**src/rtl/spi_sub_frame_rx.sv**
```systemverilog
// SPI mode-0 subordinate front-end: oversamples cs_n/sclk/mosi, strips a 2-bit key-size header,
// collects a 128/192/256-bit payload and shifts a response word out on miso. Option: SPI_SUB_STRICT_LEN_EN.
`timescale 1ns/1ps
module spi_sub_frame_rx #(
    parameter int TX_W        = 128,
    parameter int RX_W        = 256,
    parameter int SYNC_STAGES = 2
) (
    input  logic            clk,
    input  logic            rst,
    input  logic            cs_n,
    input  logic            sclk,
    input  logic            mosi,
    output logic            miso,
    input  logic [TX_W-1:0] tx_data,
    output logic [RX_W-1:0] rx_data,
    output logic [1:0]      rx_hdr,
    output logic            rx_valid,
    output logic            rx_err,
    output logic            busy
);
    localparam int CNT_W = $clog2(RX_W) + 2;
    localparam int TXC_W = $clog2(TX_W) + 1;
    localparam int IDX_W = $clog2(RX_W);

    typedef enum logic [2:0] {
        S_IDLE,
        S_HDR,
        S_PAYLOAD,
        S_FLUSH,
        S_DECIDE,
        S_LOCKOUT
    } state_t;

    state_t state, next_state;

    // Top bit of each pipe is the history flop used for edge detection.
    logic [SYNC_STAGES:0] cs_pipe, sclk_pipe, mosi_pipe;
    logic cs_s, cs_hist, sclk_s, sclk_hist, mosi_s;
    logic cs_fall, cs_rise, sclk_rise, sclk_fall;

    logic [1:0]       hdr_q, hdr_next;
    logic             hdr_ok;
    logic [CNT_W-1:0] bit_cnt, n_req;
    logic             hdr_last, pay_last, len_ok, frame_good;
    logic [IDX_W-1:0] wr_idx;
    logic [RX_W-1:0]  rx_shift;
    logic [TX_W-1:0]  tx_shift;
    logic [TXC_W-1:0] tx_cnt;

    always_ff @(posedge clk) begin
        cs_pipe   <= {cs_pipe[SYNC_STAGES-1:0], cs_n};
        sclk_pipe <= {sclk_pipe[SYNC_STAGES-1:0], sclk};
        mosi_pipe <= {mosi_pipe[SYNC_STAGES-1:0], mosi};
    end

    assign cs_s      = cs_pipe[SYNC_STAGES-1];
    assign cs_hist   = cs_pipe[SYNC_STAGES];
    assign sclk_s    = sclk_pipe[SYNC_STAGES-1];
    assign sclk_hist = sclk_pipe[SYNC_STAGES];
    assign mosi_s    = mosi_pipe[SYNC_STAGES];

    assign cs_fall   = cs_hist & ~cs_s;
    assign cs_rise   = ~cs_hist & cs_s;
    assign sclk_rise = sclk_s & ~sclk_hist & ~cs_s;
    assign sclk_fall = ~sclk_s & sclk_hist & ~cs_s;

    always_comb begin
        hdr_next = {hdr_q[0], mosi_s};
        unique case (hdr_q)
            2'b00:   n_req = CNT_W'(128);
            2'b01:   n_req = CNT_W'(192);
            default: n_req = CNT_W'(256);
        endcase
        hdr_last = (bit_cnt == CNT_W'(1));
        pay_last = (bit_cnt == n_req - CNT_W'(1));
        wr_idx   = IDX_W'(RX_W - 1) - bit_cnt[IDX_W-1:0];
`ifdef SPI_SUB_STRICT_LEN_EN
        len_ok   = (bit_cnt == n_req);
`else
        len_ok   = (bit_cnt >= n_req);
`endif
        frame_good = hdr_ok & len_ok;
    end

    always_comb begin
        next_state = state;
        unique case (state)
            S_IDLE:    if (cs_fall) next_state = S_HDR;
            S_HDR: begin
                if (cs_rise)
                    next_state = S_DECIDE;
                else if (sclk_rise && hdr_last)
                    next_state = (hdr_next == 2'b11) ? S_FLUSH : S_PAYLOAD;
            end
            S_PAYLOAD: begin
                if (cs_rise)
                    next_state = S_DECIDE;
                else if (sclk_rise && pay_last)
                    next_state = S_FLUSH;
            end
            S_FLUSH:   if (cs_rise) next_state = S_DECIDE;
            S_DECIDE:  next_state = S_IDLE;
            S_LOCKOUT: if (cs_s) next_state = S_IDLE;
            default:   next_state = S_IDLE;
        endcase
    end

    // Reset lands in LOCKOUT so a frame already in progress is ignored until cs_n goes high.
    always_ff @(posedge clk) begin
        if (rst) state <= S_LOCKOUT;
        else     state <= next_state;
    end

    always_ff @(posedge clk) begin
        if (rst) begin
            hdr_q    <= '0;
            hdr_ok   <= 1'b0;
            bit_cnt  <= '0;
            rx_shift <= '0;
            rx_data  <= '0;
            rx_hdr   <= '0;
            rx_valid <= 1'b0;
            rx_err   <= 1'b0;
            busy     <= 1'b0;
        end else begin
            rx_valid <= 1'b0;
            rx_err   <= 1'b0;
            busy     <= (next_state == S_HDR) || (next_state == S_PAYLOAD) ||
                        (next_state == S_FLUSH) || (next_state == S_DECIDE);
            case (state)
                S_IDLE: begin
                    if (cs_fall) begin
                        hdr_q    <= '0;
                        hdr_ok   <= 1'b0;
                        bit_cnt  <= '0;
                        rx_shift <= '0;
                    end
                end
                S_HDR: begin
                    if (sclk_rise) begin
                        hdr_q <= hdr_next;
                        if (hdr_last) begin
                            bit_cnt <= '0;
                            hdr_ok  <= (hdr_next != 2'b11);
                        end else begin
                            bit_cnt <= bit_cnt + CNT_W'(1);
                        end
                    end
                end
                S_PAYLOAD: begin
                    if (sclk_rise) begin
                        rx_shift[wr_idx] <= mosi_s;
                        bit_cnt          <= bit_cnt + CNT_W'(1);
                    end
                end
                S_FLUSH: begin
                    if (sclk_rise && (bit_cnt != '1))
                        bit_cnt <= bit_cnt + CNT_W'(1);
                end
                S_DECIDE: begin
                    if (frame_good) begin
                        rx_data  <= rx_shift;
                        rx_hdr   <= hdr_q;
                        rx_valid <= 1'b1;
                    end else begin
                        rx_err   <= 1'b1;
                    end
                end
                default: ;
            endcase
        end
    end

    // Response shifter starts presenting on the first sclk fall after the header completes.
    always_ff @(posedge clk) begin
        if (rst) begin
            miso     <= 1'b0;
            tx_shift <= '0;
            tx_cnt   <= '0;
        end else if (state == S_IDLE) begin
            miso <= 1'b0;
            if (cs_fall) begin
                tx_shift <= tx_data;
                tx_cnt   <= '0;
            end
        end else if (cs_s || ((state != S_PAYLOAD) && (state != S_FLUSH))) begin
            miso <= 1'b0;
        end else if (sclk_fall) begin
            if (tx_cnt != TXC_W'(TX_W)) begin
                miso     <= tx_shift[TX_W-1];
                tx_shift <= {tx_shift[TX_W-2:0], 1'b0};
                tx_cnt   <= tx_cnt + TXC_W'(1);
            end else begin
                miso <= 1'b0;
            end
        end
    end

endmodule
```
**config.mk**
```make
export PLATFORM = sky130hd
export DESIGN_NAME = spi_sub_frame_rx
export DESIGN_NICKNAME = d
export VERILOG_FILES = /design/src/rtl/spi_sub_frame_rx.sv
export SDC_FILE = /design/constraint.sdc
export NUM_CORES = 2
export LEC_CHECK = 0
export ABC_CLOCK_PERIOD_IN_PS = 2500
export CAP_MARGIN = 25
export CORE_UTILIZATION = 57
export CTS_BUF_LIST = sky130_fd_sc_hd__clkbuf_4
export DETAILED_ROUTE_END_ITERATION = 12
export PLACE_DENSITY = 0.83
export RECOVER_POWER = 100
export SLEW_MARGIN = 0
export SYNTH_ARGS = -nofsm -noshare
export SYNTH_HDL_FRONTEND = slang
export SYNTH_SLANG_ARGS = --single-unit
```
**constraint.sdc**
```tcl
create_clock -name clk -period 2.5 [get_ports clk]
set_input_delay 0.375 -clock clk [delete_from_list [all_inputs] [get_ports clk]]
set_output_delay 0.375 -clock clk [all_outputs]
set_load 0.05 [all_outputs]
```
Word-level counts from Yosys, hierarchy flattened. Cells that the tools add are included. Widths: inputs -> output; s select.

Register bits: 679. Bits of input ports: 133. Output and inout port bits: 262. Word-level logic and storage cells: 125.

Add/subtract/negate cells: 4. Order comparisons: 3. Equal/unequal tests: 24. Mux-type cells: 42. Bitwise logic cells: 12. Reductions and logical operators: 24.

Operators with widths (number): $mux 128 (5); $mux 256 (2); $pmux 256 s2 (1); $bwmux 256 (1); $mux 10 (5); $mux 8 (5); $pmux 10 s4 (1); $mux 3 (7); $pmux 9 s2 (1); $pmux 3 s5 (1); $ne 2x2->1 const B (7); $eq 3x2->1 const B (4); $add 10x1->10 const B (1); $eq 10x1->1 const B (1); $eq 10x10->1 (1); $ge 10x10->1 (1); $ne 10x10->1 const B (1); $sub 10x1->10 const B (1); $eq 3x3->1 const B (3); $lt 8x9->1 const B (1); $add 8x1->8 const B (1); $demux 1 s8 (1); $ge 8x1->1 const B (1); $mux 1 (8); other kinds (23) (48).

Longest topological paths before layout.
Depth in word-level cells: 12. Gate-level depth with buffers: 11. Depth with buffers taken out: 7.

Worst setup path after synthesis. Ideal clock, no wire load.

Path kind: register -> register. From: reg bit_cnt[0]. To: reg rx_data[70]. Setup time: 0.132 ns. Data arrival time: 2.088 ns. Data required time: 2.368 ns. Setup slack: 0.280 ns. Stages on the path, launching flop included: 11. Path buffers: 3. Period minus slack after synthesis: 2.220 ns. Cells stage by stage: dfxtp_1 > inv_1 > ha_1 > nor3b_4 > a221oi_4 > or3_1 > buf_4 > buf_6 > buf_4 > nand2_1 > a21oi_1.

Cells in the longest elaborated chain, start to end: 3.

Ends and longest elaborated chain: start, declared (line 44) `logic [CNT_W-1:0] bit_cnt, n_req;`; start signal, assigned (line 147) `bit_cnt <= bit_cnt + CNT_W'(1);`; start signal, assigned (line 154) `bit_cnt <= bit_cnt + CNT_W'(1);`; start signal, assigned (line 159) `bit_cnt <= bit_cnt + CNT_W'(1);`; $ge 10x10->1 (line 81) `len_ok = (bit_cnt >= n_req);`; $and 1x1->1 (line 83) `frame_good = hdr_ok & len_ok;`; $reduce_and 2->1 (no source line); end signal, assigned (line 163) `rx_data <= rx_shift;`; end, declared (line 16) `output logic [RX_W-1:0] rx_data,`.

Every way passes these cells. A chain may end at the register's enable or synchronous reset.

Final worst setup path.
From: reg state[1]. To: reg tx_shift[50].

Cells in the longest elaborated chain, start to end: 5. Elaborated cells on any way between the ends: 11. Those cells by class: eq/ne (4); mux (1); reduce/logical (6).

Ends and longest elaborated chain: start, declared (line 35) `state_t state, next_state;`; start signal, assigned (line 112) `else state <= next_state;`; $ne 3x2->1 (line 187) `end else if (cs_s || ((state != S_PAYLOAD) && (state != S_FLUSH))) begin`; $logic_and 1x1->1 (line 187); $logic_or 1x1->1 (line 187); $ne 2x2->1 (no source line); $reduce_and 4->1 (no source line); end signal, assigned (line 184) `tx_shift <= tx_data;`; end signal, assigned (line 192) `tx_shift <= {tx_shift[TX_W-2:0], 1'b0};`; end, declared (line 48) `logic [TX_W-1:0] tx_shift;`.

Several ways; a longest one is shown, not always the timed one.

==> reports/results.ini <==
[sta]
max_freq_mhz=415
slew_violations=0
finalSetupTns_ns=0
hold_viol_final=0
worstMarginPinSlew_ns=1.07
setup_viol=0
min_period_ns=2.41
fin_crit_sh=0.965
finalClockSkew_ns=0.0590
rsz0062_at_grt=no
whs_ns=0.0836
relSlewSlack=0.283

[power]
ir_drop_mv=0.423
power_leakage_nw=13.4
power_density_nw_per_um2=608
p_total_mw=21.6

[clock_tree]
cts-root-buf=clkbuf_4
cts_tree=built
cts_sinks=679
htreeDepth=4
clk_path_buf_depth=3
clk_latency_ns=1.05
cts_buffers=171
path_clk_slew_ns=0.09

[flow_run]
maxCapViolations=0

[logic_synthesis]
async_reset_ff_frac=0
synth_top_area_share=0.493
ys_types=57
synth_seq_area_share=0.493
synth_ff_type=dfxtp_1
synth_warnings=0
yosysTopAreaCell=dfxtp_1
synth-seq-cells=679
synth_cells=3474
synth_edf_count=0
synth.avg_cell_area_sq_um=7.94
synth_area_leaders=dfxtp_1, a21oi_1, nand2_1
synth_area_sq_um=27600
syn-num-nets=3616
yosysMostFrequentCell=nand2_1
synth_common_cells=nand2_1, a21oi_1, dfxtp_1

[global_routing]
antenna_found_initial=3
grt_pass1_vias=26439
grt.total_usage=0.379
overflow=0
grt_pass1_wl_mm=146
grt_max_degree=152

[run_status]
status=finished, final reports clean

[cells_and_area]
instances_no_fill=4690
multi_input_area_sq_um=12500
area_growth_pct=28.6
fillers=3619
fin_util=0.743
register_area_sq_um=13600
layout-drive-gt1-share=0.111
layout.nets=4115

[setup_path]
path_class=register to register
path_max_fanout=89
critical_path_arrival_ns=3.33
crit_path_end=tx_shift[50]$_SDFFE_PP0P_
critPathRequiredTime_ns=3.42
end_kind=register
crit_path_start=state[1]$_SDFF_PP0_
cp-start-kind=register
timing.rr.start=state[1]$_SDFF_PP0_
timing.rr.end=tx_shift[50]$_SDFFE_PP0P_
rr_worst_depth=7
r2r_setup_slack_ns=0.09

[floorplanning]
io-pin-count=395
dieArea_sq_um=49300
die_h_microns=222
rows=80
fp.dieW_microns=222
design.core.area_sq_um=47700
start_util=0.578

[route]
detailroute.via_count=27987
wirelength_mm=95.9
post-route-drc-count=0
viasPerCell=5.97
ant_nets=0
drt-wirelength-per-cell_microns=20.5
drtIter0Drc=3624
dr.pass1.iters=6

[place]
routabilityCongestion=0.940
dp.cells=4292
place_hpwl_mm=56.4
port_buffers=394

[min_path]
min-delay-path-class=input port to register

where the power goes:
group          total [mW]  switching, mW  internal, mW  leakage [nW]
sequential           10.9         0.0569          10.9          5.48
combinational        1.14          0.598         0.545          6.73
clock                9.48           4.51          4.97          1.24
through the flow:
step                setup slack (ns)  cell area [sq um]
finish                        0.0883              35500
global route                  0.0118              35500
CTS                           0.0317              35500
detailed placement          -0.00970              32500
global placement              0.0916              32500
floorplan                      0.280              27600
worst min path at each step:
stage / startpoint / to / slack, ns / cells past startpoint
after floorplan: cs_pipe[0]$_DFF_P_ / cs_pipe[1]$_DFF_P_ / 0.31 / 0
after global placement: mosi_pipe[1]$_DFF_P_ / mosi_pipe[2]$_DFF_P_ / 0.31 / 0
after detailed placement: sclk_pipe[0]$_DFF_P_ / sclk_pipe[1]$_DFF_P_ / 0.31 / 0
after CTS: tx_data[69] / tx_shift[69]$_SDFFE_PP0P_ / 0.007 / 3
after global routing: tx_data[78] / tx_shift[78]$_SDFFE_PP0P_ / 0.04 / 3
final: tx_data[61] / tx_shift[61]$_SDFFE_PP0P_ / 0.08 / 3
cell usage in the layout, fill, tap and decap left out, types with 10 or more instances in the layout:
master	n
nand2_1	796
and2_1	10
a21oi_1	785
nor3_1	10
clkinv_1	21
a211oi_1	128
dfxtp_1	678
nor3_2	24
buf_4	107
inv_1	12
clkbuf_4	239
dlygate4sd2_1	262
clkdlybuf4s50_1	128
buf_12	39
nand3_1	16
nor2_1	169
o21ai_1	31
dlygate4sd3_1	122
o21ai_0	234
mux2i_1	128
state kept, by name, summed over array words and instances (netlist names), 2 cells and up:
| register | cells |
|---|---|
| state | 3 |
| hdr_q | 2 |
| cs_pipe | 3 |
| mosi_pipe | 3 |
| tx_cnt | 8 |
| rx_data | 256 |
| tx_shift | 128 |
| bit_cnt | 10 |
| rx_shift | 256 |
| rx_hdr | 2 |
| sclk_pipe | 3 |
layout make-up:
class / count / share of cell area
repair buffers: 671 / 0.183
inverters: 12 / 0.00127
diodes: 2 / 0.000141
clock inverters: 34 / 0.00843
well taps: 615 / 0.0217
flip-flops and latches: 679 / 0.383
clock buffers: 239 / 0.0506
multi-input cells: 2438 / 0.352
metal layers:
layer	global-route usage	vias up	wire length [microns]
met4	0.221	2	5260
met2	0.590	1718	43800
met5	0	-	13
met3	0.122	330	10700
met1	0.458	12989	36100
li1	-	12948	-
worst max-delay path: stages (launching register included):
cell and delay (ns):
dfxtp_1 0.43, buf_4 0.20, nor2b_1 0.35, buf_4 0.20, a31o_4 0.27, buf_12 0.34, nor2_1 0.07, a211oi_1 0.39
kinds of logic (layout without fill, tap and decap cells):
| kind of cell | count (synthesis) | count (layout) | synth area share |
|---|---|---|---|
| AO/OA/AOI/OAI | 1205 | 1205 | 0.234 |
| XOR/XNOR | 1 | 1 | 0.000317 |
| adder cells (fa/ha/maj) | 9 | 9 | 0.00408 |
| buffers and inverters | 357 | 956 | 0.0603 |
| flip-flops | 679 | 679 | 0.493 |
| multiplexers | 128 | 128 | 0.0464 |
| other | 0 | 2 | 0 |
| AND/OR/NAND/NOR | 1095 | 1095 | 0.163 |
what timing repair did:
item | 4_1_cts | 5_1_grt
endpoints found under the hold margin | 221 | 0
gates resized for setup | 263 | 5
endpoints found under the setup margin | 273 | 109
pin swaps | 0 | 2
cloned | 0 | 0
setup buffers | 0 | 4
hold buffers | 119 | 0
Power figures use the tool's default switching activity.
